### src/rtl/upa1_ctl_if.sv
// Sample-strobe / coefficient bus between the a1 update controller and its environment (LIMD, sequencer).
interface upa1_ctl_if;
  logic        start;
  logic        PK0;
  logic        SIGPK;
  logic        TR;
  logic [15:0] A2P;
  logic [15:0] A1P;
  logic [15:0] A1T;
  logic [15:0] A1;
  logic        busy;
  logic        done;

  modport master (
    output start, PK0, SIGPK, TR, A2P, A1P,
    input  A1T, A1, busy, done
  );

  modport slave (
    input  start, PK0, SIGPK, TR, A2P, A1P,
    output A1T, A1, busy, done
  );
endinterface

### src/rtl/upa1_ctl.sv
// ADPCM second-order predictor a1 coefficient update controller.
// Optional macro A1_INTERNAL_LIMIT_EN: clamp A1T locally against A2P instead of using the external LIMD A1P.
module upa1_ctl (
  input  logic        clk,
  input  logic        reset,
  input  logic        scan_in0,
  input  logic        scan_in1,
  input  logic        scan_in2,
  input  logic        scan_in3,
  input  logic        scan_in4,
  input  logic        scan_enable,
  input  logic        test_mode,
  output logic        scan_out0,
  output logic        scan_out1,
  output logic        scan_out2,
  output logic        scan_out3,
  output logic        scan_out4,
  upa1_ctl_if.slave   bus
);

  typedef enum logic [1:0] {S_IDLE, S_CALC, S_WAIT, S_DONE} state_e;

  state_e      state_q, state_d;
  logic [15:0] a1_q, a1_d;
  logic [15:0] a1t_q, a1t_d;
  logic        pk1_q, pk1_d;
  logic        tr_q, tr_d;

  logic        pks;
  logic [15:0] uga1;
  logic [15:0] a1_shr;
  logic [15:0] a1t_calc;
  logic [15:0] a1_lim;
  logic        unused_dft;

  assign pks      = bus.PK0 ^ pk1_q;
  assign uga1     = bus.SIGPK ? 16'h0000 : (pks ? 16'hFF40 : 16'h00C0);
  assign a1_shr   = 16'($signed(a1_q) >>> 8);
  assign a1t_calc = a1_q + uga1 - a1_shr;

`ifdef A1_INTERNAL_LIMIT_EN
  logic [15:0] a1ul, a1ll;

  assign a1ul = 16'h3C00 - bus.A2P;
  assign a1ll = 16'h0000 - a1ul;

  always_comb begin
    a1_lim = a1t_q;
    if ($signed(a1t_q) > $signed(a1ul))
      a1_lim = a1ul;
    else if ($signed(a1t_q) < $signed(a1ll))
      a1_lim = a1ll;
  end

  assign unused_dft = ^{scan_in0, scan_in1, scan_in2, scan_in3, scan_in4,
                        scan_enable, test_mode, bus.A1P};
`else
  assign a1_lim     = bus.A1P;
  assign unused_dft = ^{scan_in0, scan_in1, scan_in2, scan_in3, scan_in4,
                        scan_enable, test_mode, bus.A2P};
`endif

  always_ff @(posedge clk or posedge reset) begin
    if (reset) begin
      state_q <= S_IDLE;
      a1_q    <= '0;
      a1t_q   <= '0;
      pk1_q   <= 1'b0;
      tr_q    <= 1'b0;
    end else begin
      state_q <= state_d;
      a1_q    <= a1_d;
      a1t_q   <= a1t_d;
      pk1_q   <= pk1_d;
      tr_q    <= tr_d;
    end
  end

  // DONE also accepts start so a held strobe restarts on the cycle the done pulse ends.
  always_comb begin
    state_d = state_q;
    a1_d    = a1_q;
    a1t_d   = a1t_q;
    pk1_d   = pk1_q;
    tr_d    = tr_q;
    case (state_q)
      S_IDLE, S_DONE: begin
        if (bus.start) begin
          tr_d    = bus.TR;
          a1t_d   = a1t_calc;
          pk1_d   = bus.PK0;
          state_d = S_CALC;
        end else begin
          state_d = S_IDLE;
        end
      end
`ifdef A1_INTERNAL_LIMIT_EN
      S_CALC: begin
        a1_d    = tr_q ? '0 : a1_lim;
        state_d = S_DONE;
      end
`else
      S_CALC: state_d = S_WAIT;
      S_WAIT: begin
        a1_d    = tr_q ? '0 : a1_lim;
        state_d = S_DONE;
      end
`endif
      default: state_d = S_IDLE;
    endcase
  end

  assign bus.A1T  = a1t_q;
  assign bus.A1   = a1_q;
  assign bus.busy = (state_q != S_IDLE);
  assign bus.done = (state_q == S_DONE);

  assign scan_out0 = 1'b0;
  assign scan_out1 = 1'b0;
  assign scan_out2 = 1'b0;
  assign scan_out3 = 1'b0;
  assign scan_out4 = 1'b0;

endmodule

### src/flat_wrapper.sv
// flat-port wrapper written by rule: the top's interface ports become plain ports
module upa1_ctl_flat 
  (clk, reset, scan_in0, scan_in1, scan_in2, scan_in3, scan_in4, scan_enable, test_mode, scan_out0, scan_out1, scan_out2, scan_out3, scan_out4, bus_start, bus_PK0, bus_SIGPK, bus_TR, bus_A2P, bus_A1P, bus_A1T, bus_A1, bus_busy, bus_done);
  upa1_ctl_if bus_i ();
  input  logic clk;
  input  logic reset;
  input  logic scan_in0;
  input  logic scan_in1;
  input  logic scan_in2;
  input  logic scan_in3;
  input  logic scan_in4;
  input  logic scan_enable;
  input  logic test_mode;
  output logic scan_out0;
  output logic scan_out1;
  output logic scan_out2;
  output logic scan_out3;
  output logic scan_out4;
  input wire logic [$bits(bus_i.start)-1:0] bus_start;
  input wire logic [$bits(bus_i.PK0)-1:0] bus_PK0;
  input wire logic [$bits(bus_i.SIGPK)-1:0] bus_SIGPK;
  input wire logic [$bits(bus_i.TR)-1:0] bus_TR;
  input wire logic [$bits(bus_i.A2P)-1:0] bus_A2P;
  input wire logic [$bits(bus_i.A1P)-1:0] bus_A1P;
  output wire logic [$bits(bus_i.A1T)-1:0] bus_A1T;
  output wire logic [$bits(bus_i.A1)-1:0] bus_A1;
  output wire logic [$bits(bus_i.busy)-1:0] bus_busy;
  output wire logic [$bits(bus_i.done)-1:0] bus_done;
  assign bus_i.start = bus_start;
  assign bus_i.PK0 = bus_PK0;
  assign bus_i.SIGPK = bus_SIGPK;
  assign bus_i.TR = bus_TR;
  assign bus_i.A2P = bus_A2P;
  assign bus_i.A1P = bus_A1P;
  assign bus_A1T = bus_i.A1T;
  assign bus_A1 = bus_i.A1;
  assign bus_busy = bus_i.busy;
  assign bus_done = bus_i.done;
  upa1_ctl u_core (.clk(clk), .reset(reset), .scan_in0(scan_in0), .scan_in1(scan_in1), .scan_in2(scan_in2), .scan_in3(scan_in3), .scan_in4(scan_in4), .scan_enable(scan_enable), .test_mode(test_mode), .scan_out0(scan_out0), .scan_out1(scan_out1), .scan_out2(scan_out2), .scan_out3(scan_out3), .scan_out4(scan_out4), .bus(bus_i));
endmodule
### config.mk
export PLATFORM = sky130hd
export DESIGN_NAME = upa1_ctl_flat
export DESIGN_NICKNAME = d
export VERILOG_FILES = /design/src/rtl/upa1_ctl_if.sv /design/src/rtl/upa1_ctl.sv /design/src/flat_wrapper.sv
export SDC_FILE = /design/constraint.sdc
export NUM_CORES = 1
export LEC_CHECK = 0
export CAP_MARGIN = 20
export CORE_MARGIN = 3
export CORE_UTILIZATION = 66
export CTS_BUF_LIST = sky130_fd_sc_hd__clkbuf_8
export DETAILED_ROUTE_END_ITERATION = 12
export DONT_BUFFER_PORTS = 1
export GPL_ROUTABILITY_DRIVEN = 0
export PLACE_DENSITY = 0.82
export SLEW_MARGIN = 20
export SYNTH_ARGS = -nofsm -noshare
export SYNTH_HDL_FRONTEND = slang
export SYNTH_SLANG_ARGS = --single-unit
### constraint.sdc
create_clock -name clk -period 4.1 [get_ports clk]
set_clock_uncertainty 0.2 [all_clocks]
set_input_delay 0.41 -clock clk [delete_from_list [all_inputs] [get_ports clk]]
set_output_delay 0.41 -clock clk [all_outputs]
set_load 0.02 [all_outputs]
==> impl_metrics.json, run 1 <==
{
  "layout-drive-gt1-share_pct": 6.55,
  "numPortBuffers": 0,
  "finalHoldViolations": 0,
  "yosys_warning_count": 0,
  "globalRouteMet2Util_pct": 40.8,
  "postSynthCellCount": 275,
  "effective_utilization_at_floorplan_pct": 72.1,
  "boundaryPins": 84,
  "antenna-diode-count": 0,
  "drt-vias-per-instance": 5.97,
  "cts_root_buffer": "clkbuf_8",
  "overflow": 0,
  "grt_setup_unrepaired": "false",
  "cp.required_ns": 4.14,
  "peak_freq_mhz": 307,
  "grt_start_max_net_pins": 37,
  "clkLatencyLatePin_ns": 0.30,
  "total_via_count_in_the_routed_design": 1915,
  "met1_track_demand_over_resource_in_global_routing_pct": 32.7,
  "numCtsBuffers": 5,
  "drt-wirelength-per-cell_um": 16.5,
  "use_met3_pct": 7.15,
  "netlist-cell-type-count": 49,
  "max_slew_headroom_pct": 28.8,
  "setup_slack_of_the_most_critical_reg_to_reg_path_ns": 0.84,
  "area_growth_pct": 5.06,
  "place.detailed.hpwl_um": 3890,
  "multiInputGateArea_um2": 1430,
  "grt_antenna_before_repair": 0,
  "maxCapViolCount": 0,
  "die_area_um2": 4600,
  "drc_errors": 0,
  "route.final.wire_length_um": 5300,
  "final-setup-viol-count": 0,
  "cp_max_fo": 10,
  "min-delay-path-class": "input port to flip-flop",
  "htree_levels": 2,
  "clk_pin_slew_worst_paths_ns": 0.08,
  "dr.first_iter.drc_count": 120,
  "synth.avg_cell_area_um2": 9.16,
  "postCtsResizedCells": 0,
  "worstSetupStartpointType": "flip-flop",
  "tritoncts": "done",
  "worst_pin_slew_ns": 1.07,
  "number_of_global_route_vias_before_repair": 1833,
  "postRouteAntennaNets": 0,
  "timing_max_transition_violations_final": 0,
  "drt_pass1_iterations": 4,
  "regArea_um2": 901,
  "die_height_um": 67.8,
  "placement_rows": 21,
  "synth.yosys.seq_area_share_pct": 35.7,
  "mappedNetlistArea_um2": 2520,
  "timing.critical_path.to_type": "flip-flop",
  "die_w_um": 67.8,
  "clock_path_buffers": 2,
  "period_share_pct": 79.4,
  "core_region_area_um2": 3490,
  "wire_length_of_the_first_global_routing_pass_um": 8630,
  "path_type_of_the_worst_setup_path": "flip-flop to flip-flop",
  "synth.ff_latch_count": 36,
  "fill_cells": 250,
  "clkSinkCount": 36,
  "status": "completed",
  "timing.setup.tns_ns": 0,
  "grt-busiest-layer": "met2",
  "critPathArrivalTime_ns": 3.29,
  "grt_use_total_pct": 25.5,
  "leading_cell_type_in_the_layout_fill_and_taps_excluded": "nand2_1",
  "finalCriticalPeriod_ns": 3.26,
  "layout.cells.most_common_list": "nand2_1 (41), dfrtp_1 (36), inv_1 (31)",
  "finalNetCount": 353
}
==> what timing repair did <==
item | CTS | global route
hold buffers | 1 | 0
buffers inserted | 0 | 0
hold endpoints to repair | 36 | 0
setup endpoints to repair | 0 | 0
==> per-stage QoR <==
step | hold slack (ns) | setup slack (ns) | util (%) | area, um^2 | cells
after floorplan | 0.257 | 0.895 | - | 2530 | 279
after global placement | 0.222 | 0.903 | 72.2 | 2520 | 312
after detailed placement | 0.230 | 0.867 | 72.2 | 2520 | 312
after CTS | 0.00493 | 0.825 | 75.7 | 2650 | 321
after global routing | 0.00911 | 0.509 | 75.8 | 2650 | 321
final | 0.0109 | 0.845 | 75.8 | 2650 | 321
==> logic make-up after synthesis <==
logic type | after synthesis | share of synthesized area, %
other cells | 1 | 0.149
compound gates | 68 | 18.4
buf+inv | 47 | 8.24
flops | 36 | 35.7
xor+xnor | 5 | 1.74
simple gates | 84 | 15.9
fa+ha+maj | 34 | 19.9
==> cell usage after synthesis, drive strengths merged <==
cell     instances  area, um^2
nand2           41         154
dfrtp           36         901
inv             31         116
o21ai           28         151
ha              24         300
a21oi           12        67.6
nand3           12        60.1
buf             11        72.6
fa              10         200
clkbuf           5        18.8
nor2             5        18.8
o2111ai          4        41.3
or3              4        25.0
a21o             3        22.5
and2             3        18.8
and3             3        18.8
nand2b           3        18.8
nor2b            3        18.8
nor3             3        15.0
o31ai            3        27.5
xnor2            3        26.3
a221o            2        20.0
a31o             2        17.5
a31oi            2        12.5
nand3b           2        15.0
nor3b            2        15.0
o21a             2        15.0
or4              2        15.0
xor2             2        17.5
a2111oi          1        10.0
a211oi           1        7.51
a21boi           1        7.51
a221oi           1        8.76
a22o             1        8.76
a311oi           1        8.76
and2b            1        7.51
conb             1        3.75
o2111a           1        11.3
o211ai           1        7.51
o22ai            1        6.26
o41a             1        11.3
==> flip-flops by register name, summed over array words and instances, names as in the netlist <==
register        cells
u_core.pk1_q        1
u_core.bus.A1T     16
u_core.bus.A1      16
u_core.tr_q         1
u_core.state_q      2
==> worst max-delay path, cell delays in order (launching register included) <==
cell and delay, ns:
dfrtp_1 0.51, inv_1 0.42, fa_1 0.51, ha_1 0.43
a21o_1 0.25, a22o_1 0.24, a311oi_1 0.33, o2111ai_1 0.16
nand3_1 0.14
==> area by class of cell <==
| class | instances | share of cell area (%) |
|---|---|---|
| inverter | 31 | 4.40 |
| multi-input combinational | 196 | 54.0 |
| sequential | 36 | 34.0 |
| clock buffer | 5 | 2.60 |
| clock inverter | 3 | 1.61 |
| tap | 46 | 2.17 |
| timing repair buffer | 4 | 1.23 |
==> worst paths after layout <==
kind | to | startpoint | cells past startpoint
setup / recovery | u_core.bus.A1T[14]$_DFFE_PP0P_ | u_core.bus.A1[15]$_DFFE_PP0P_ | 8
hold / removal | u_core.pk1_q$_DFFE_PP0P_ | bus_PK0 | 2
min in group asynchronous | u_core.bus.A1T[10]$_DFFE_PP0P_ | reset | 3
max in group asynchronous | u_core.bus.A1[12]$_DFFE_PP0P_ | reset | 3
hold reg to reg | u_core.bus.A1[14]$_DFFE_PP0P_ | u_core.tr_q$_DFFE_PP0P_ | 1
setup reg to reg | u_core.bus.A1T[14]$_DFFE_PP0P_ | u_core.bus.A1[15]$_DFFE_PP0P_ | 8
==> layer usage <==
layer	up-vias	share of wire (%)
met2	75	48
met4	0	2.0
met5	-	0
met1	890	43
met3	14	6.9
li1	936	-
Power of run 1 is left out: the tool's default activity adds up to more than one toggle a clock period on the data nets, which glitch-free logic cannot reach.
==> run 2: changes to the inputs <==
==> constraint.sdc (replaced) <==
create_clock -name clk -period 3.06 [get_ports clk]
set_clock_uncertainty 0.2 [all_clocks]
set_input_delay 0.306 -clock clk [delete_from_list [all_inputs] [get_ports clk]]
set_output_delay 0.306 -clock clk [all_outputs]
set_load 0.02 [all_outputs]
==> impl_metrics.json, run 2 (same netlist as run 1, synthesis figures left out) <==
{
  "postRouteAntennaNets": 0,
  "clk_pin_slew_worst_paths_ns": 0.08,
  "min-delay-path-class": "input port to flip-flop",
  "grt_setup_unrepaired": "true",
  "fill_cells": 129,
  "core_region_area_um2": 3490,
  "use_met3_pct": 9.15,
  "leading_cell_type_in_the_layout_fill_and_taps_excluded": "nand2_1",
  "met1_track_demand_over_resource_in_global_routing_pct": 42.9,
  "place.detailed.hpwl_um": 4260,
  "layout-drive-gt1-share_pct": 17.1,
  "total_via_count_in_the_routed_design": 2416,
  "placement_rows": 21,
  "finalNetCount": 388,
  "number_of_global_route_vias_before_repair": 2290,
  "hold_path_depth": 3,
  "drt_pass1_iterations": 5,
  "die_w_um": 67.8,
  "status": "completed",
  "grt_use_total_pct": 34.0,
  "antenna-diode-count": 0,
  "finalHoldViolations": 0,
  "finalCriticalPeriod_ns": 3.03,
  "boundaryPins": 84,
  "area_growth_pct": 23.3,
  "drc_errors": 0,
  "grt-busiest-layer": "met2",
  "cp.required_ns": 3.11,
  "numCtsBuffers": 5,
  "cp_max_fo": 8,
  "die_area_um2": 4600,
  "final-setup-viol-count": 0,
  "layout.cells.most_common_list": "nand2_1 (41), dfrtp_1 (36), inv_1 (31)",
  "htree_levels": 2,
  "worstSetupStartpointType": "flip-flop",
  "dr.first_iter.drc_count": 385,
  "overflow": 0,
  "clkSinkCount": 36,
  "path_type_of_the_worst_setup_path": "flip-flop to flip-flop",
  "timing.critical_path.to_type": "flip-flop",
  "worst_case_hold_slack_ns": 0.189,
  "critPathArrivalTime_ns": 3.08,
  "effective_utilization_at_floorplan_pct": 72.1,
  "grt_antenna_before_repair": 0,
  "wire_length_of_the_first_global_routing_pass_um": 11400,
  "numPortBuffers": 0,
  "dpl.cell_count": 328,
  "clock_path_buffers": 2,
  "period_share_pct": 98.9,
  "clkLatencyLatePin_ns": 0.31,
  "timing_max_transition_violations_final": 0,
  "drt-wirelength-per-cell_um": 22.5,
  "max_slew_headroom_pct": 32.5,
  "globalRouteMet2Util_pct": 56.3,
  "maxCapViolCount": 0,
  "peak_freq_mhz": 330,
  "die_height_um": 67.8,
  "cts_root_buffer": "clkbuf_8",
  "route.final.wire_length_um": 8000,
  "final_cells": 356,
  "worst_pin_slew_ns": 1.01,
  "tritoncts": "done",
  "reg2reg_depth": 9,
  "drt-vias-per-instance": 6.79,
  "grt_start_max_net_pins": 37
}
## run 2: cell types whose count changed in the layout (fill, tap and decap cells not counted), sizes merged
cell         before  now
buf               3   20
dlygate4sd3       1   19
## run 2: repair_timing
item,4_1_cts,5_1_grt
pin swaps,0,11
hold buffers,19,0
setup buffers,0,1
hold endpoints to repair,54,0
setup endpoints to repair,4,4
gates resized for setup,1,23
## run 2: final cells by class
class                   instances  area, um^2  area share [%]
repair buffers                 39         340            11.0
clock inverters                 3        42.5            1.37
inverters                      31         116            3.74
flip-flops and latches         36         901            29.0
clock buffers                   5        68.8            2.21
multi-input cells             196        1580            50.9
well taps                      46        57.6            1.85
## run 2: critical path, stage by stage (launching register included)
cell and delay, ns:
dfrtp_1 0.42, xnor2_2 0.18, nor2_4 0.31, fa_1 0.52
ha_4 0.29, a21oi_2 0.19, nand3b_1 0.15, o211ai_1 0.13
or4_1 0.49, nand3_1 0.09
## run 2: final timing paths
path,slack [ns],endpoint,start
min in group asynchronous,0.36,u_core.bus.A1T[9]$_DFFE_PP0P_,reset
worst min register to register,0.34,u_core.bus.A1[14]$_DFFE_PP0P_,u_core.tr_q$_DFFE_PP0P_
worst max-delay path,0.03,u_core.bus.A1T[15]$_DFFE_PP0P_,u_core.pk1_q$_DFFE_PP0P_
worst max register to register,0.03,u_core.bus.A1T[15]$_DFFE_PP0P_,u_core.pk1_q$_DFFE_PP0P_
worst min-delay path,0.19,u_core.bus.A1T[6]$_DFFE_PP0P_,bus_start
max in group asynchronous,1.98,u_core.pk1_q$_DFFE_PP0P_,reset
## run 2: routing by layer
layer / wire (um) / part of all wire (%) / vias to the layer above
li1: - / - / 1002
met1: 2820 / 35 / 1129
met2: 3870 / 48 / 219
met3: 834 / 10 / 66
met4: 476 / 5.9 / 0
met5: 0 / 0 / -
## run 2: metrics by stage
step	setup WS, ns	TNS [ns]	util [%]	cell area [um^2]
after global placement	-0.0340	-0.0859	75.7	2650
after global routing	-0.0700	-0.146	88.9	3110
after CTS	0.0431	0	84.5	2950
final	0.0324	0	88.9	3110
after floorplan	0.0695	0	-	2540
after detailed placement	-0.0685	-0.175	75.7	2650
Power of run 2 is left out for the same reason.
